$ cat src/rtl/alu_muldiv_seq.sv
// rtl/alu_muldiv_seq.sv - sequential unsigned MUL/DIVU that borrows a shared single-cycle ALU
// Shift-add multiply and restoring divide, one ALU operation per granted cycle.
module alu_muldiv_seq #(
  parameter int XLEN = 32
) (
  input  logic            clk,
  input  logic            rst,
  input  logic            flush,
  input  logic            req_valid,
  output logic            req_ready,
  input  logic            req_op,
  input  logic [XLEN-1:0] req_a,
  input  logic [XLEN-1:0] req_b,
  output logic            resp_valid,
  input  logic            resp_ready,
  output logic [XLEN-1:0] resp_result,
  output logic [XLEN-1:0] resp_rem,
  output logic            alu_req,
  input  logic            alu_gnt,
  output logic [XLEN-1:0] alu_a,
  output logic [XLEN-1:0] alu_b,
  output logic [3:0]      alu_ctrl,
  input  logic [XLEN-1:0] alu_res
);

  localparam int CW = $clog2(XLEN);
  localparam logic [3:0] ALU_ADD  = 4'b0010;
  localparam logic [3:0] ALU_SUB  = 4'b0100;
  localparam logic [3:0] ALU_SLTU = 4'b0110;
  localparam logic [3:0] ALU_IDLE = 4'b1111;

  typedef enum logic [2:0] {
    S_IDLE, S_MUL_STEP, S_DIV_CMP, S_DIV_SUB, S_DONE
  } state_t;

  state_t          state_q, state_d;
  logic            op_q, op_d;
  // a: multiplicand (MUL) / quotient (DIVU); b: multiplier / divisor; acc: product / remainder
  logic [XLEN-1:0] a_q, a_d;
  logic [XLEN-1:0] b_q, b_d;
  logic [XLEN-1:0] acc_q, acc_d;
  logic [CW-1:0]   cnt_q, cnt_d;

  logic [XLEN-1:0] shift_s;
  logic            ovf_s;
  logic            cnt_last_s;
  logic            adv_s;

  assign shift_s    = {acc_q[XLEN-2:0], a_q[XLEN-1]};
  assign ovf_s      = acc_q[XLEN-1];
  assign cnt_last_s = (cnt_q == CW'(XLEN-1));
  assign adv_s      = alu_gnt && !flush;

  assign resp_result = op_q ? a_q : acc_q;
  assign resp_rem    = op_q ? acc_q : '0;

  always_ff @(posedge clk or posedge rst) begin
    if (rst) begin
      state_q <= S_IDLE;
      op_q    <= 1'b0;
      a_q     <= '0;
      b_q     <= '0;
      acc_q   <= '0;
      cnt_q   <= '0;
    end else begin
      state_q <= state_d;
      op_q    <= op_d;
      a_q     <= a_d;
      b_q     <= b_d;
      acc_q   <= acc_d;
      cnt_q   <= cnt_d;
    end
  end

  always_comb begin
    state_d    = state_q;
    op_d       = op_q;
    a_d        = a_q;
    b_d        = b_q;
    acc_d      = acc_q;
    cnt_d      = cnt_q;
    req_ready  = (state_q == S_IDLE);
    resp_valid = (state_q == S_DONE);
    alu_req    = 1'b0;
    alu_a      = '0;
    alu_b      = '0;
    alu_ctrl   = ALU_IDLE;

    case (state_q)
      S_IDLE: begin
        if (req_valid && !flush) begin
          op_d  = req_op;
          cnt_d = '0;
          a_d   = req_a;
          b_d   = req_b;
          acc_d = '0;
          if (!req_op) begin
            state_d = (req_b == '0) ? S_DONE : S_MUL_STEP;
          end else if (req_b == '0) begin
            a_d     = '1;
            acc_d   = req_a;
            state_d = S_DONE;
          end else begin
            state_d = S_DIV_CMP;
          end
        end
      end

      S_MUL_STEP: begin
        alu_req  = 1'b1;
        alu_ctrl = ALU_ADD;
        alu_a    = acc_q;
        alu_b    = b_q[0] ? a_q : '0;
        if (adv_s) begin
          acc_d = alu_res;
          a_d   = a_q << 1;
          b_d   = b_q >> 1;
          if ((b_q >> 1) == '0 || cnt_last_s) state_d = S_DONE;
          else                                cnt_d   = cnt_q + 1'b1;
        end
      end

      S_DIV_CMP: begin
        alu_req  = 1'b1;
        alu_ctrl = ALU_SLTU;
        alu_a    = shift_s;
        alu_b    = b_q;
        if (adv_s) begin
          acc_d = shift_s;
          a_d   = a_q << 1;
          // A bit shifted out of rem means the true partial remainder exceeds any divisor.
          if (!ovf_s && alu_res[0]) begin
            if (cnt_last_s) state_d = S_DONE;
            else            cnt_d   = cnt_q + 1'b1;
          end else begin
            state_d = S_DIV_SUB;
          end
        end
      end

      S_DIV_SUB: begin
        alu_req  = 1'b1;
        alu_ctrl = ALU_SUB;
        alu_a    = acc_q;
        alu_b    = b_q;
        if (adv_s) begin
          acc_d    = alu_res;
          a_d[0]   = 1'b1;
          if (cnt_last_s) state_d = S_DONE;
          else begin
            cnt_d   = cnt_q + 1'b1;
            state_d = S_DIV_CMP;
          end
        end
      end

      S_DONE: begin
        if (resp_ready) state_d = S_IDLE;
      end

      default: state_d = S_IDLE;
    endcase

    if (flush) state_d = S_IDLE;
  end

endmodule

$ cat config.mk
export PLATFORM = sky130hd
export DESIGN_NAME = alu_muldiv_seq
export DESIGN_NICKNAME = d
export VERILOG_FILES = /design/src/rtl/alu_muldiv_seq.sv
export SDC_FILE = /design/constraint.sdc
export NUM_CORES = 1
export LEC_CHECK = 0
export BUFFER_PORTS_ARGS = -buffer_cell sky130_fd_sc_hd__buf_2
export CAP_MARGIN = 20
export CELL_PAD_IN_SITES_DETAIL_PLACEMENT = 0
export CELL_PAD_IN_SITES_GLOBAL_PLACEMENT = 1
export CORE_MARGIN = 8
export CORE_UTILIZATION = 40
export CTS_CLUSTER_DIAMETER = 100
export DETAILED_ROUTE_END_ITERATION = 6
export PLACE_DENSITY = 0.95
export SYNTH_ARGS = -nofsm -noshare
export SYNTH_HDL_FRONTEND = slang
export SYNTH_SLANG_ARGS = --single-unit
$ cat constraint.sdc
create_clock -name clk -period 9.7 [get_ports clk]
set_input_delay 2.91 -clock clk [delete_from_list [all_inputs] [get_ports clk]]
set_output_delay 2.91 -clock clk [all_outputs]
set_load 0.01 [all_outputs]
## After elaboration in Yosys (flattened, before gate mapping)

Index checks and enable logic that the tools add are counted.

- Register bits after elaboration: 105
- Input port bits: 103
- Output and inout bits: 135
- Word-level logic and storage cells: 98

- Add/sub/neg operators: 1
- Equal/unequal tests: 20
- Muxes and demuxes: 45
- Reduce and logical (&&, ||, !) cells: 25

Operator list:

| cell | count |
|---|---|
| 32-bit 2-to-1 mux | 14 |
| 32-bit case mux with 2 select lines | 3 |
| 32-bit case mux with 3 select lines | 1 |
| 32-bit zero test | 2 |
| 31-bit case mux with 2 select lines | 1 |
| 3-bit 2-to-1 mux | 13 |
| 5-bit 2-to-1 mux | 7 |
| 5-bit case mux with 4 select lines | 1 |
| 3-bit case mux with 5 select lines | 1 |
| 7-bit AND reduction | 2 |
| 3-bit != test (second input constant) | 4 |
| 4-bit case mux with 3 select lines | 1 |
| 2-bit != test (second input constant) | 5 |
| 4-bit AND reduction | 2 |
| 3-bit by 2-bit == test with 1-bit output (second input constant) | 2 |
| 2-bit by 1-bit != test with 1-bit output (second input constant) | 3 |
| 3-bit by 2-bit != test with 1-bit output (second input constant) | 2 |
| 3-bit AND reduction | 2 |
| 3-bit nonzero test | 2 |
| 2-bit OR reduction | 3 |
| 5-bit by 1-bit adder with 5-bit output (second input constant) | 1 |
| 5-bit == test (second input constant) | 1 |
| 4-bit != test (second input constant) | 1 |
| 2-bit nonzero test | 2 |
| 11 further kinds | 15 |

## Depth between registers and ports, before layout

- Depth in word-level cells: 6
- Gate-level depth with buffers: 9
- Depth with buffers taken out: 8

## Worst setup path before layout

Ideal clock, no wire load.

- Path kind: flip-flop to output port
- From: register state_q[2]
- To: output alu_a[0]
- Data arrival time: 1.513 ns
- Required time: 6.790 ns
- Path slack: 5.277 ns
- Stages on the path, launching flop included: 6
- Buffers on the path: 3
- Cells stage by stage: dfrtp_1 > buf_4 > nor2b_1 > buf_2 > clkbuf_1 > a22o_1

- Longest elaborated chain between the ends: 3
- Elaborated cells between the ends (all ways): 5
- Classes of those cells: eq/ne: 3; mux: 1; reduce/logical: 1

Ends and longest elaborated chain:

| item | RTL line | text |
|---|---|---|
| from (decl) | 36 | `state_t state_q, state_d;` |
| from (signal assigned) | 66 | `state_q <= state_d;` |
| 3-bit by 1-bit == test with 1-bit output or 3-bit by 2-bit == test with 1-bit output (tied branches) | 89 | `case (state_q)` |
| 2-bit OR reduction (no source line) | -- |  |
| 32-bit case mux with 2 select lines * | 89 |  |
| to (decl) | 20 | `output logic [XLEN-1:0] alu_a,` |

Every way passes the cells marked *; elsewhere a longest branch is shown, timed or not.

## Final worst setup path

- From: register state_q[2]
- To: output alu_a[27]

Same word-level chain as after synthesis.

==> impl_metrics.tcl <==
set metrics [dict create \
    area.growth.synth_to_final_pct 24.82 \
    floorplan.io_pins 238 \
    first_global_vias 6394 \
    cts_buffer_depth 2 \
    postRouteAntennaNets 0 \
    seq_area_frac_synth_pct 40.38 \
    finish.net_count 1021 \
    ys.warnings.count 0 \
    setup_crit_path_kind "reg2out" \
    slew-limit-headroom_pct 45.34 \
    grt_start_max_net_pins 66 \
    die_width_um 143.6 \
    dr_wl_cell_um 20.78 \
    min_period_over_period_pct 58.01 \
    final_cell_count_no_fill 1137 \
    floorplan.initialDensity_pct 40.97 \
    crit_path_start_kind "flop" \
    grt_util_all_layers_pct 22.23 \
    grt_setup_unrepaired "no" \
    post-route-min-period_ps 5627 \
    number_of_distinct_standard_cells_referenced_by_the_synthesized_netlist 56 \
    post_cts.repair.setup_buffers 0 \
    ys_async_sr_fraction_pct 100.0 \
    floorplan.core_area_um2 15890 \
    grt-ovfl-total 0 \
    postSynthNetCount 828 \
    worst_clock_skew_ps 4.714 \
    cp-startpoint "state_q[2]" \
    place_hpwl_um 17320 \
    route.vias.total 6514 \
    final_layout_size_suffix_gt1_share_pct 35.40 \
    ctsHtreeMaxLevel 3 \
    final_hold_viol_count 0 \
    hp-class "reg2reg" \
    syn-cell-area_um2 6507 \
    required_time_at_the_endpoint_of_the_critical_path_ps 6790 \
    ys_seq_elements 105 \
    synth_edf_count 0 \
    placement.io_buffers 237 \
    placedCellCount 1120 \
    clock-root-buffer "sky130_fd_sc_hd__clkbuf_16" \
    clock_sink_count 105 \
    highest_attainable_clock_frequency_mhz 177.7 \
    vdd_ir_drop_max_mv 0.2070 \
    power.total_uw 2940 \
    cp_arrival_ps 2720 \
    routed_wl_um 23620 \
    report.final.setup_viol 0 \
    power_leakage_uw 0.003779 \
    antenna_cells 0 \
    max_slew.worst_pin.slew_ps 818.0 \
    highest_fanout_seen_on_the_critical_path 54 \
    number_of_vias_per_cell 5.729 \
    setup.worst_path.end_class "output port" \
    post-route-drc-count 0 \
    drtPass1Iterations 6 \
    timing_max_transition_violations_final 0 \
    final.setup.worst_slack_ps 4073 \
    worst_r2r_startpoint "state_q[2]" \
    tritoncts.num_buffers 9 \
    placementRows 46 \
    die_h_um 143.6 \
    drt_first_iter_violations 614 \
    avg_synthesized_cell_area_um2 9.001 \
    run_status "completed" \
    min_from "cnt_q[4]" \
    worst_setup_hold_path_clk_slew_ps 70 \
    p_per_area_nw_per_um2 361.9 \
    yosys_most_used_dff "sky130_fd_sc_hd__dfrtp_1" \
    cts_hold_buffers 0 \
    design.die.area_um2 20610 \
    clk_latency_ps 350 \
    postCtsResizedCells 0 \
    grt_pass1_wl_um 35980 \
    number_of_antenna_violations_at_the_first_check_in_global_routing 0 \
    maxCapViolations 0 \
    tritoncts_clock_tree "done" \
    pre_cts_slack_ps 4404 \
    setup_tns_ps 0 \
    gpl.final_weighted_congestion 0.9154 \
    post_synth_inst_count 723 \
]
registers in the layout (all words and copies together), names as in the netlist:
signal   flops
state_q      3
acc_q       32
op_q         1
a_q         32
b_q         32
cnt_q        5
worst paths after layout:
kind | to | slack, ps | cells after the start
min in group asynchronous | acc_q[14] | 2650 | 2
worst min register to register | cnt_q[4] | 540 | 2
worst max register to register | a_q[13] | 6360 | 7
worst min-delay path | cnt_q[4] | 540 | 2
worst max-delay path | alu_a[27] | 4070 | 4
max in group asynchronous | op_q | 5780 | 3
cell usage after synthesis (8+ instances only):
master | instances | area [µm²]
sky130_fd_sc_hd__a22o_1 | 63 | 551.8
sky130_fd_sc_hd__dfrtp_1 | 105 | 2628
sky130_fd_sc_hd__a31oi_1 | 31 | 193.9
sky130_fd_sc_hd__nor4_1 | 15 | 93.84
sky130_fd_sc_hd__and2_1 | 34 | 212.7
sky130_fd_sc_hd__nand2_1 | 101 | 379.1
sky130_fd_sc_hd__a21oi_1 | 30 | 150.1
sky130_fd_sc_hd__buf_2 | 22 | 110.1
sky130_fd_sc_hd__o21ai_1 | 11 | 55.05
sky130_fd_sc_hd__mux2_2 | 32 | 360.4
sky130_fd_sc_hd__o22ai_1 | 32 | 200.2
sky130_fd_sc_hd__clkbuf_1 | 31 | 116.4
sky130_fd_sc_hd__inv_1 | 8 | 30.03
sky130_fd_sc_hd__nor2_1 | 73 | 274.0
sky130_fd_sc_hd__o21ai_0 | 26 | 130.1
sky130_fd_sc_hd__a222oi_1 | 32 | 320.3
critical path, cell delays in order, from the launching register on:
cell                      delay [ps]
sky130_fd_sc_hd__dfrtp_1         650
sky130_fd_sc_hd__nor3b_4         710
sky130_fd_sc_hd__buf_4           610
sky130_fd_sc_hd__a22o_1          220
sky130_fd_sc_hd__buf_2           130
cells in the final DEF, fill, tap and decap left out, types with 3 or more instances in the layout:
cell type                   netlist  layout
sky130_fd_sc_hd__nor2_1          73      72
sky130_fd_sc_hd__a222oi_1        32      32
sky130_fd_sc_hd__and2_1          34      34
sky130_fd_sc_hd__o21ai_1         11      10
sky130_fd_sc_hd__nor2b_1          5       3
sky130_fd_sc_hd__buf_2           22     237
sky130_fd_sc_hd__nor3_1           3       3
sky130_fd_sc_hd__nand2_1        101     101
sky130_fd_sc_hd__a22o_1          63      63
sky130_fd_sc_hd__inv_1            8       7
sky130_fd_sc_hd__a31oi_1         31      31
sky130_fd_sc_hd__nor4_1          15      15
sky130_fd_sc_hd__o22ai_1         32      32
sky130_fd_sc_hd__o21ai_0         26      26
sky130_fd_sc_hd__nand4_1          4       4
sky130_fd_sc_hd__mux2_2          32      32
sky130_fd_sc_hd__a21oi_2          6       6
sky130_fd_sc_hd__nor3_4           3       3
sky130_fd_sc_hd__clkbuf_16        0       9
sky130_fd_sc_hd__a21oi_1         30      30
sky130_fd_sc_hd__dfrtp_1        105     104
sky130_fd_sc_hd__buf_4            6      11
area by class of cell:
type | count | area [µm²]
Clock buffer | 10 | 239.0
Clock inverter | 6 | 88.84
Fill cell | 1537 | 7762
Inverter | 10 | 40.04
Multi-Input combinational cell | 541 | 3560
Sequential cell | 105 | 2629
Tap cell | 216 | 270.3
Timing Repair Buffer | 249 | 1296
cells by family (layout without fill, tap and decap cells):
logic type	Yosys count	after routing	synth area share [%]
multiplexers	35	35	6.018
adder cells (fa/ha/maj)	2	2	0.3845
AO/OA/AOI/OAI	246	246	27.67
AND/OR/NAND/NOR	258	258	19.88
buffers and inverters	77	275	5.672
flip-flops	105	105	40.38
metrics by stage:
stage          util (%)  hold WS (ps)  instance area, µm²
2_1_floorplan         -         486.8                6507
3_3_place_gp      48.90         513.0                7767
3_5_place_dp      48.90         526.4                7767
4_1_cts           50.96         536.2                8095
5_1_grt           51.13         569.3                8123
6_report          51.13         535.6                8123
metal layers:
layer	track usage, %	wire length, µm
met5	0	0
met4	9.795	707
met3	3.616	1863
met2	37.17	11430
met1	27.76	9618
power by group:
| group | leakage [µW] | internal [µW] | switching (µW) | total [µW] |
|---|---|---|---|---|
| registers | 0.00125 | 652 | 330 | 982 |
| clock network | 0.000155 | 234 | 171 | 405 |
| logic | 0.00238 | 673 | 880 | 1550 |
(Power assumes the default switching activity.)
